[src/rtl/spi_coeff_master.sv]
// SPI mode-0 master transmitter: streams DataWidth-bit words MSB first, one frame per
// wordLast-terminated burst, with a one-word buffer so back-to-back words shift gap-free.
module spi_coeff_master #(
    parameter int unsigned DataWidth  = 8,
    parameter int unsigned HalfPeriod = 2
) (
    input  logic                 clk,
    input  logic                 reset,
    input  logic [DataWidth-1:0] wordData,
    input  logic                 wordValid,
    input  logic                 wordLast,
    output logic                 wordReady,
    output logic                 spiClk,
    output logic                 mosi,
    output logic                 cs,
    output logic                 busy
);
    localparam int unsigned DivW = (HalfPeriod > 1) ? $clog2(HalfPeriod) : 1;
    localparam int unsigned BitW = (DataWidth > 1) ? $clog2(DataWidth) : 1;
    localparam logic [DivW-1:0] DivLast = DivW'(HalfPeriod - 1);
    localparam logic [BitW-1:0] BitLast = BitW'(DataWidth - 1);

    typedef enum logic [2:0] {StIdle, StShift, StStall, StHold, StGap} state_e;

    state_e               state_q, state_d;
    logic [DivW-1:0]      div_q, div_d;
    logic [BitW-1:0]      bit_q, bit_d;
    logic [DataWidth-1:0] shift_q, shift_d;
    logic [DataWidth-1:0] buf_q, buf_d;
    logic                 buf_valid_q, buf_valid_d;
    logic                 buf_last_q, buf_last_d;
    logic                 cur_last_q, cur_last_d;
    logic                 cs_q, cs_d;
    logic                 sclk_q, sclk_d;
    logic                 mosi_q, mosi_d;
    logic                 ready_q, ready_d;
    logic                 busy_q, busy_d;

    logic                 accept;
    logic                 load_en;
    logic [DataWidth-1:0] load_word;
    logic                 load_last;

    assign accept = wordValid && ready_q;

    always_comb begin
        state_d     = state_q;
        div_d       = div_q;
        bit_d       = bit_q;
        shift_d     = shift_q;
        buf_d       = buf_q;
        buf_valid_d = buf_valid_q;
        buf_last_d  = buf_last_q;
        cur_last_d  = cur_last_q;
        cs_d        = cs_q;
        sclk_d      = sclk_q;
        mosi_d      = mosi_q;
        load_en     = 1'b0;
        load_word   = wordData;
        load_last   = wordLast;

        unique case (state_q)
            StIdle: begin
                cs_d   = 1'b1;
                sclk_d = 1'b0;
                mosi_d = 1'b0;
                load_en = accept;
            end
            StShift: begin
                if (accept) begin
                    buf_d       = wordData;
                    buf_valid_d = 1'b1;
                    buf_last_d  = wordLast;
                end
                if (div_q == DivLast) begin
                    div_d = '0;
                    if (!sclk_q) begin
                        sclk_d = 1'b1;
                    end else begin
                        sclk_d = 1'b0;
                        if (bit_q != BitLast) begin
                            bit_d   = bit_q + BitW'(1);
                            mosi_d  = shift_q[DataWidth-1];
                            shift_d = shift_q << 1;
                        end else begin
                            bit_d = '0;
                            // A word arriving on the word-end cycle bypasses the buffer.
                            if (buf_valid_q) begin
                                load_en     = 1'b1;
                                load_word   = buf_q;
                                load_last   = buf_last_q;
                                buf_valid_d = 1'b0;
                                buf_last_d  = 1'b0;
                            end else if (accept) begin
                                load_en     = 1'b1;
                                buf_valid_d = 1'b0;
                                buf_last_d  = 1'b0;
                            end else if (cur_last_q) begin
                                state_d = StHold;
                            end else begin
                                state_d = StStall;
                            end
                        end
                    end
                end else begin
                    div_d = div_q + DivW'(1);
                end
            end
            StStall: begin
                load_en = accept;
            end
            StHold: begin
                if (div_q == DivLast) begin
                    div_d   = '0;
                    cs_d    = 1'b1;
                    state_d = StGap;
                end else begin
                    div_d = div_q + DivW'(1);
                end
            end
            StGap: begin
                if (div_q == DivLast) begin
                    div_d      = '0;
                    mosi_d     = 1'b0;
                    cur_last_d = 1'b0;
                    state_d    = StIdle;
                end else begin
                    div_d = div_q + DivW'(1);
                end
            end
            default: state_d = StIdle;
        endcase

        if (load_en) begin
            shift_d    = load_word << 1;
            mosi_d     = load_word[DataWidth-1];
            cur_last_d = load_last;
            cs_d       = 1'b0;
            div_d      = '0;
            bit_d      = '0;
            state_d    = StShift;
        end

        ready_d = (state_d == StIdle) ||
                  (((state_d == StShift) || (state_d == StStall)) &&
                   !buf_valid_d && !cur_last_d && !buf_last_d);
        busy_d  = (state_d != StIdle);
    end

    always_ff @(posedge clk) begin
        if (reset) begin
            state_q     <= StIdle;
            div_q       <= '0;
            bit_q       <= '0;
            shift_q     <= '0;
            buf_q       <= '0;
            buf_valid_q <= 1'b0;
            buf_last_q  <= 1'b0;
            cur_last_q  <= 1'b0;
            cs_q        <= 1'b1;
            sclk_q      <= 1'b0;
            mosi_q      <= 1'b0;
            ready_q     <= 1'b1;
            busy_q      <= 1'b0;
        end else begin
            state_q     <= state_d;
            div_q       <= div_d;
            bit_q       <= bit_d;
            shift_q     <= shift_d;
            buf_q       <= buf_d;
            buf_valid_q <= buf_valid_d;
            buf_last_q  <= buf_last_d;
            cur_last_q  <= cur_last_d;
            cs_q        <= cs_d;
            sclk_q      <= sclk_d;
            mosi_q      <= mosi_d;
            ready_q     <= ready_d;
            busy_q      <= busy_d;
        end
    end

    assign wordReady = ready_q;
    assign spiClk    = sclk_q;
    assign mosi      = mosi_q;
    assign cs        = cs_q;
    assign busy      = busy_q;

endmodule

[config.mk]
export PLATFORM = sky130hd
export DESIGN_NAME = spi_coeff_master
export DESIGN_NICKNAME = d
export VERILOG_FILES = /design/src/rtl/spi_coeff_master.sv
export SDC_FILE = /design/constraint.sdc
export NUM_CORES = 1
export LEC_CHECK = 0
export CAP_MARGIN = 10
export CORE_MARGIN = 4
export CORE_UTILIZATION = 49
export DETAILED_ROUTE_END_ITERATION = 6
export PLACE_DENSITY = 0.86
export SLEW_MARGIN = 10
export SYNTH_ARGS = -nofsm -noshare
export SYNTH_HDL_FRONTEND = slang
export SYNTH_SLANG_ARGS = --single-unit
[constraint.sdc]
create_clock -name clk -period 1.8 [get_ports clk]
set_input_delay 0.18 -clock clk [delete_from_list [all_inputs] [get_ports clk]]
set_output_delay 0.18 -clock clk [all_outputs]
set_load 0.05 [all_outputs]
==> results.sh, run 1 <==
export IMPL_grt_max_degree=17
export IMPL_die_area_sq_um=4034
export IMPL_clock_path_buffers=2
export IMPL_synth_edf_count=0
export IMPL_die_h_um=63.52
export IMPL_grt_pass1_wl_um=6403
export IMPL_setup_viol=3
export IMPL_synth_flop_cell="dfxtp_1"
export IMPL_drt_iter0_drc=144
export IMPL_total_power_mw=1.663
export IMPL_powerDensity_nw_per_um2=820.1
export IMPL_die_x_um=63.52
export IMPL_dpl_hpwl_um=2675
export IMPL_worstPathCellList="ha_4, ha_4, nand4b_1, a211o_4, nand2_8, nor2_2, a2111oi_2"
export IMPL_h_tree_depth=2
export IMPL_antenna_found_initial=0
export IMPL_final_nets=228
export IMPL_vias=1513
export IMPL_synth_area_leader_cell="dfxtp_1"
export IMPL_rows=19
export IMPL_synth_seq_cells=30
export IMPL_ios=17
export IMPL_fin_ws_ns=-0.04346
export IMPL_cts_sinks=30
export IMPL_drtAntennaViolNets=0
export IMPL_cts_buffers=5
export IMPL_max_vdd_ir_drop_mv=0.5683
export IMPL_timing_final_crit_share_pct=102.4
export IMPL_ys_warn_count=0
export IMPL_slowest_delay_ns=0.45
export IMPL_portBuffers=16
export IMPL_routed_via_density=6.150
export IMPL_avgRoutedWirePerCell_um=17.13
export IMPL_initial_utilization_pct=52.94
export IMPL_crit_required_ns=2.01
export IMPL_cpLargestDelayFamily="compound AO/OA/AOI/OAI gates"
export IMPL_first_pass_iters=5
export IMPL_grt_use_total_pct=20.53
export IMPL_status="complete, but fails checks"
export IMPL_violations="negative setup slack"
export IMPL_period_needed_ns=1.843
export IMPL_max_freq_ghz=0.5425
export IMPL_worst_pin_slew_ns=0.5092
export IMPL_areaGrowthSynthToFinish_pct=34.30
export IMPL_core_area_sq_um=2853
export IMPL_place_ws_ns=-0.1126
export IMPL_worst_hold_path_type="in -> reg"
export IMPL_ys_seq_area_share_pct=39.77
export IMPL_async_flop_share_pct=0
export IMPL_synth_area_leaders="dfxtp_1 (40%), nand2_1 (6.7%), nor2_1 (6.2%)"
export IMPL_drc=0
export IMPL_drv_slew=0
export IMPL_synth_cells=176
export IMPL_clk_pin_slew_worst_paths_ns=0.10
export IMPL_clk_latency_ns=0.34
export IMPL_clock_skew_ns=0.007709
export IMPL_globalRouteOverflowTotal=0
export IMPL_synthTopCellsByCount="dfxtp_1 (30), nand2_1 (27), nor2_1 (25)"
export IMPL_worstSetupPathType="reg -> reg"
export IMPL_syn_area_per_cell_sq_um=8.581
export IMPL_finalWeightedCongestion=0.8442
export IMPL_syn_num_nets=190
export IMPL_drt_total_wl_um=4214
export IMPL_start_kind="flop"
export IMPL_synth_top_area_share_pct=39.77
export IMPL_cts_tree="built"
export IMPL_cts_root_buffer="clkbuf_4"
export IMPL_grt_pass1_vias=1394
export IMPL_hold_viol_final=0
export IMPL_worst_setup_path_end_kind="flop"
export IMPL_crit_slowest_cell="a211o_4"
export IMPL_drive_above_1_share_pct=28.37
export IMPL_synth_cell_type_count=40
export IMPL_drv_cap=0
export IMPL_path_buf_inv=0
export IMPL_fill_cells=205
export IMPL_antenna_cells=0
export IMPL_rsz0062_at_grt="yes"
export IMPL_synth_most_common_cell="dfxtp_1"
export IMPL_syn_area_sq_um=1510
export IMPL_crit_top_cell="ha_4"
export IMPL_arrival_ns=2.06
export IMPL_slew_headroom_pct=65.95
export IMPL_path_max_fanout=7
export IMPL_p_leak_nw=0.8136
## worst register-to-register path: stages (launching register included)
cell       delay (ns)
dfxtp_2          0.36
ha_4             0.14
ha_4             0.15
nand4b_1         0.20
a211o_4          0.45
nand2_8          0.10
nor2_2           0.05
a2111oi_2        0.26
## cell families after synthesis
group | share of synthesized area, %
and+or+nand+nor | 22.37
AOI/OAI and AO/OA | 24.77
DFF | 39.77
buffers and inverters | 4.143
muxes | 6.711
adders and majority gates | 1.657
xor gates and xnor gates | 0.5801
## metrics by stage
stage	hold WS, ns	setup TNS [ns]	utilization (%)	cells	cell area [sq um]
final	0.4155	-0.07698	71.10	246	2028
after detailed placement	0.4476	-0.4196	63.68	233	1817
after global placement	0.4433	-0.007475	63.68	233	1817
after global routing	0.4077	-0.6617	71.10	246	2028
after CTS	0.4067	0	68.60	243	1957
after floorplan	0.2489	-0.1241	-	176	1521
## timing repair
item	in CTS	in global routing
hold buffers	0	0
hold endpoints to repair	0	0
setup buffers	2	2
pin swaps	3	9
resized for setup	10	11
endpoints found under the setup margin	8	10
gates cloned	0	1
## sequential cells by signal, indices dropped and copies added, names as in the netlist, 3 cells and up
| name | count |
|---|---|
| bit_q | 3 |
| buf_q | 8 |
| shift_q | 7 |
| state_q | 3 |
## path summary, 6_finish.rpt
check	to	cells past startpoint	start	slack, ns
worst max-delay path	shift_q[6]$_SDFFE_PP0P_	7	bit_q[1]$_SDFFE_PP0P_	-0.04
worst min-delay path	buf_q[0]$_SDFFE_PP0P_	3	wordData[0]	0.42
worst max register to register	shift_q[6]$_SDFFE_PP0P_	7	bit_q[1]$_SDFFE_PP0P_	-0.04
worst min register to register	buf_q[6]$_SDFFE_PP0P_	2	buf_q[6]$_SDFFE_PP0P_	0.46
## routing by layer
| metal | vias to the layer above | wire length (um) | GRT usage [%] | share of wire (%) |
|---|---|---|---|---|
| met5 | - | 0 | 0 | 0 |
| met4 | 0 | 153 | 11.86 | 3.6 |
| met3 | 21 | 246 | 6.750 | 5.8 |
| met2 | 60 | 2121 | 33.38 | 50 |
| met1 | 723 | 1692 | 23.34 | 40 |
| li1 | 709 | - | - | - |
## layout make-up
type / count / area [sq um] / area share (%)
Inverter: 2 / 7.507 / 0.3701
Sequential cell: 30 / 604.3 / 29.80
Multi-Input combinational cell: 133 / 935.9 / 46.14
Clock buffer: 8 / 78.83 / 3.886
Timing Repair Buffer: 42 / 362.8 / 17.89
Tap cell: 31 / 38.79 / 1.912
## power breakdown
group,internal (mW),switching [mW]
sequential,0.714,0.0365
clock,0.267,0.239
combinational,0.181,0.227
## cell usage in the layout (no fill, tap or decap), types with 2 or more instances in the layout
cell              n
nand2_1          27
dfxtp_1          27
buf_4            23
nor2_1           22
a21oi_1          15
clkdlybuf4s50_1  15
mux2i_1           8
o21ai_0           6
a2111oi_2         5
clkbuf_4          5
nand2b_1          4
nand3_1           3
o21a_1            3
a211oi_1          3
dfxtp_2           3
clkbuf_8          3
inv_1             2
nor2b_1           2
nor2_2            2
o31ai_1           2
o211ai_1          2
ha_4              2
buf_6             2
Power figures use the tool's default switching activity.
==> inputs of run 2 (changes only) <==
ABC_AREA = 1   (was not set)
CORE_UTILIZATION = 50   (was 49)
PLACE_DENSITY = 0.87   (was 0.86)
SKIP_CTS_REPAIR_TIMING = 1   (was not set)
==> run 2 against run 1 <==
  * The run now ends clean
  * Clock power down 13%
  * Highest routed layer unchanged
  * Non-clock buffer count down 21
  * Sequential share of layout area up 2.9 points
  * Core utilization down 6.7 points
  * Fmax up 9.6%
  * Worst setup slack better by 0.16 ns
  * Global-route usage down 3.7 points
  * Largest cell class unchanged
  * Critical path depth down 6
  * Critical endpoint is now mosi
  * Hold slack worse by 0.00068 ns
  * Routed wire length down 23%
  * Total power down 5.2%
==> results.sh, run 2 <==
export IMPL_status="complete, no violations"
export IMPL_core_area_sq_um=2853
export IMPL_worstSetupPathType="reg -> out"
export IMPL_finalWeightedCongestion=0.9482
export IMPL_synth_flop_cell="dfxtp_1"
export IMPL_drv_cap=0
export IMPL_routed_via_density=5.361
export IMPL_regToRegEndpoint="wordReady$_SDFF_PP1_"
export IMPL_dp_cells=254
export IMPL_period_needed_ns=1.681
export IMPL_cts_sinks=30
export IMPL_slew_headroom_pct=66.73
export IMPL_grt_pass1_wl_um=5388
export IMPL_initial_utilization_pct=54.25
export IMPL_avgRoutedWirePerCell_um=12.28
export IMPL_first_pass_iters=5
export IMPL_drive_above_1_share_pct=15.09
export IMPL_whs_endpoint="buf_q[7]$_SDFFE_PP0P_"
export IMPL_antenna_found_initial=0
export IMPL_die_area_sq_um=4049
export IMPL_die_h_um=63.64
export IMPL_syn_area_sq_um=1548
export IMPL_synth_cells=210
export IMPL_slowest_delay_ns=0.80
export IMPL_setup_viol=0
export IMPL_finish_instance_area_sq_um=1837
export IMPL_clock_skew_ns=0.01215
export IMPL_synth_most_common_cell="nand2_1"
export IMPL_worst_pin_slew_ns=0.4975
export IMPL_drv_slew=0
export IMPL_top_register="buf_q"
export IMPL_worstPathCellList="clkdlybuf4s50_1"
export IMPL_timing_hold_ws_ns=0.4148
export IMPL_drt_iter0_drc=86
export IMPL_max_vdd_ir_drop_mv=0.7073
export IMPL_worst_hold_path_type="in -> reg"
export IMPL_start_kind="flop"
export IMPL_worst_setup_path_end_kind="output pin"
export IMPL_fin_setup_tns_ns=0
export IMPL_antenna_cells=0
export IMPL_synth_cell_type_count=30
export IMPL_grt_max_degree=18
export IMPL_drtAntennaViolNets=0
export IMPL_r2r_start="bit_q[0]$_SDFFE_PP0P_"
export IMPL_final_nets=245
export IMPL_arrival_ns=1.50
export IMPL_final_cells=263
export IMPL_path_max_fanout=2
export IMPL_portBuffers=16
export IMPL_hold_viol_final=0
export IMPL_vias=1410
export IMPL_cpLargestDelayFamily="buffers and inverters"
export IMPL_die_x_um=63.64
export IMPL_cts_root_buffer="clkbuf_4"
export IMPL_max_freq_ghz=0.5948
export IMPL_total_power_mw=1.577
export IMPL_clk_latency_ns=0.35
export IMPL_crit_required_ns=1.62
export IMPL_globalRouteOverflowTotal=0
export IMPL_fin_util_pct=64.39
export IMPL_largest_reg_flops=8
export IMPL_place_ws_ns=0.08161
export IMPL_synth_area_leaders="dfxtp_1 (39%), nand2_1 (10%), inv_1 (6.5%)"
export IMPL_syn_num_nets=224
export IMPL_synth_area_leader_cell="dfxtp_1"
export IMPL_drc=0
export IMPL_place_area_sq_um=1728
export IMPL_drt_total_wl_um=3230
export IMPL_syn_area_per_cell_sq_um=7.370
export IMPL_cts_buffers=5
export IMPL_synth_top_area_share_pct=38.80
export IMPL_layout_commonest_cell="nand2_1"
export IMPL_reg2reg_depth=12
export IMPL_worstHoldStart="wordData[7]"
export IMPL_synth_seq_cells=30
export IMPL_dpl_hpwl_um=2244
export IMPL_final_cell_mix="nand2_1 (42), dfxtp_1 (30), inv_1 (27), nor2_1 (23), o21ai_0 (16)"
export IMPL_rrSetupSlack_ns=0.12
export IMPL_grt_use_total_pct=16.81
export IMPL_fin_ws_ns=0.1187
export IMPL_synthTopCellsByCount="nand2_1 (43), dfxtp_1 (30), inv_1 (27)"
export IMPL_areaGrowthSynthToFinish_pct=18.67
export IMPL_p_leak_nw=0.7715
export IMPL_ys_seq_area_share_pct=38.80
export IMPL_clock_path_buffers=2
export IMPL_rows=19
export IMPL_path_buf_inv=1
export IMPL_async_flop_share_pct=0
export IMPL_grt_pass1_vias=1268
export IMPL_cts_tree="built"
export IMPL_clk_pin_slew_worst_paths_ns=0.11
export IMPL_crit_slowest_cell="clkdlybuf4s50_1"
export IMPL_h_tree_depth=2
export IMPL_timing_final_crit_share_pct=93.41
export IMPL_powerDensity_nw_per_um2=858.6
export IMPL_min_delay_path_depth=3
export IMPL_ios=17
export IMPL_synth_edf_count=0
export IMPL_top_regs="buf_q: 8 flops, shift_q: 7 flops"
export IMPL_ys_warn_count=0
## run 2: kinds of logic (layout without fill, tap and decap cells)
family	Yosys count	in the layout	share of synthesized area, %
DFF	30	30	38.80
xor gates and xnor gates	1	1	0.5660
adders and majority gates	2	2	1.617
AOI/OAI and AO/OA	52	52	21.67
buffers and inverters	36	58	10.19
and+or+nand+nor	89	89	27.16
## run 2: worst max-delay path by stage
| stage | start | end | slack [ns] | cells past startpoint |
|---|---|---|---|---|
| 3_3_place_gp | wordValid | wordReady$_SDFF_PP1_ | 0.13 | 11 |
| 6_report | mosi$_SDFFE_PP0P_ | mosi | 0.12 | 1 |
| 2_1_floorplan | spiClk$_SDFFE_PP0P_ | mosi$_SDFFE_PP0P_ | 0.04 | 8 |
| 3_5_place_dp | bit_q[0]$_SDFFE_PP0P_ | wordReady$_SDFF_PP1_ | 0.08 | 11 |
| 5_1_grt | bit_q[0]$_SDFFE_PP0P_ | wordReady$_SDFF_PP1_ | -0.006 | 12 |
| 4_1_cts | spiClk$_SDFFE_PP0P_ | spiClk | 0.05 | 1 |
## run 2: final cells by class
cell class | instances | area, sq um
multi-input combinational | 144 | 803.3
sequential | 30 | 600.6
timing repair buffer | 21 | 216.5
fill | 234 | 1016
tap | 31 | 38.79
clock buffer | 6 | 51.30
inverter | 29 | 113.9
clock inverter | 2 | 12.51
## run 2: routing by layer
metal  global-route usage (%)  part of all wire [%]  vias up
met2                    25.42                    46       47
met1                    21.83                    45      625
met5                        0                     0        -
met3                    5.506                   7.0        4
li1                         -                     -      734
met4                    7.008                   1.5        0
## run 2: power breakdown
group          switching (mW)  internal (mW)
Combinational           0.236          0.141
Sequential             0.0369          0.724
Clock                   0.252          0.187
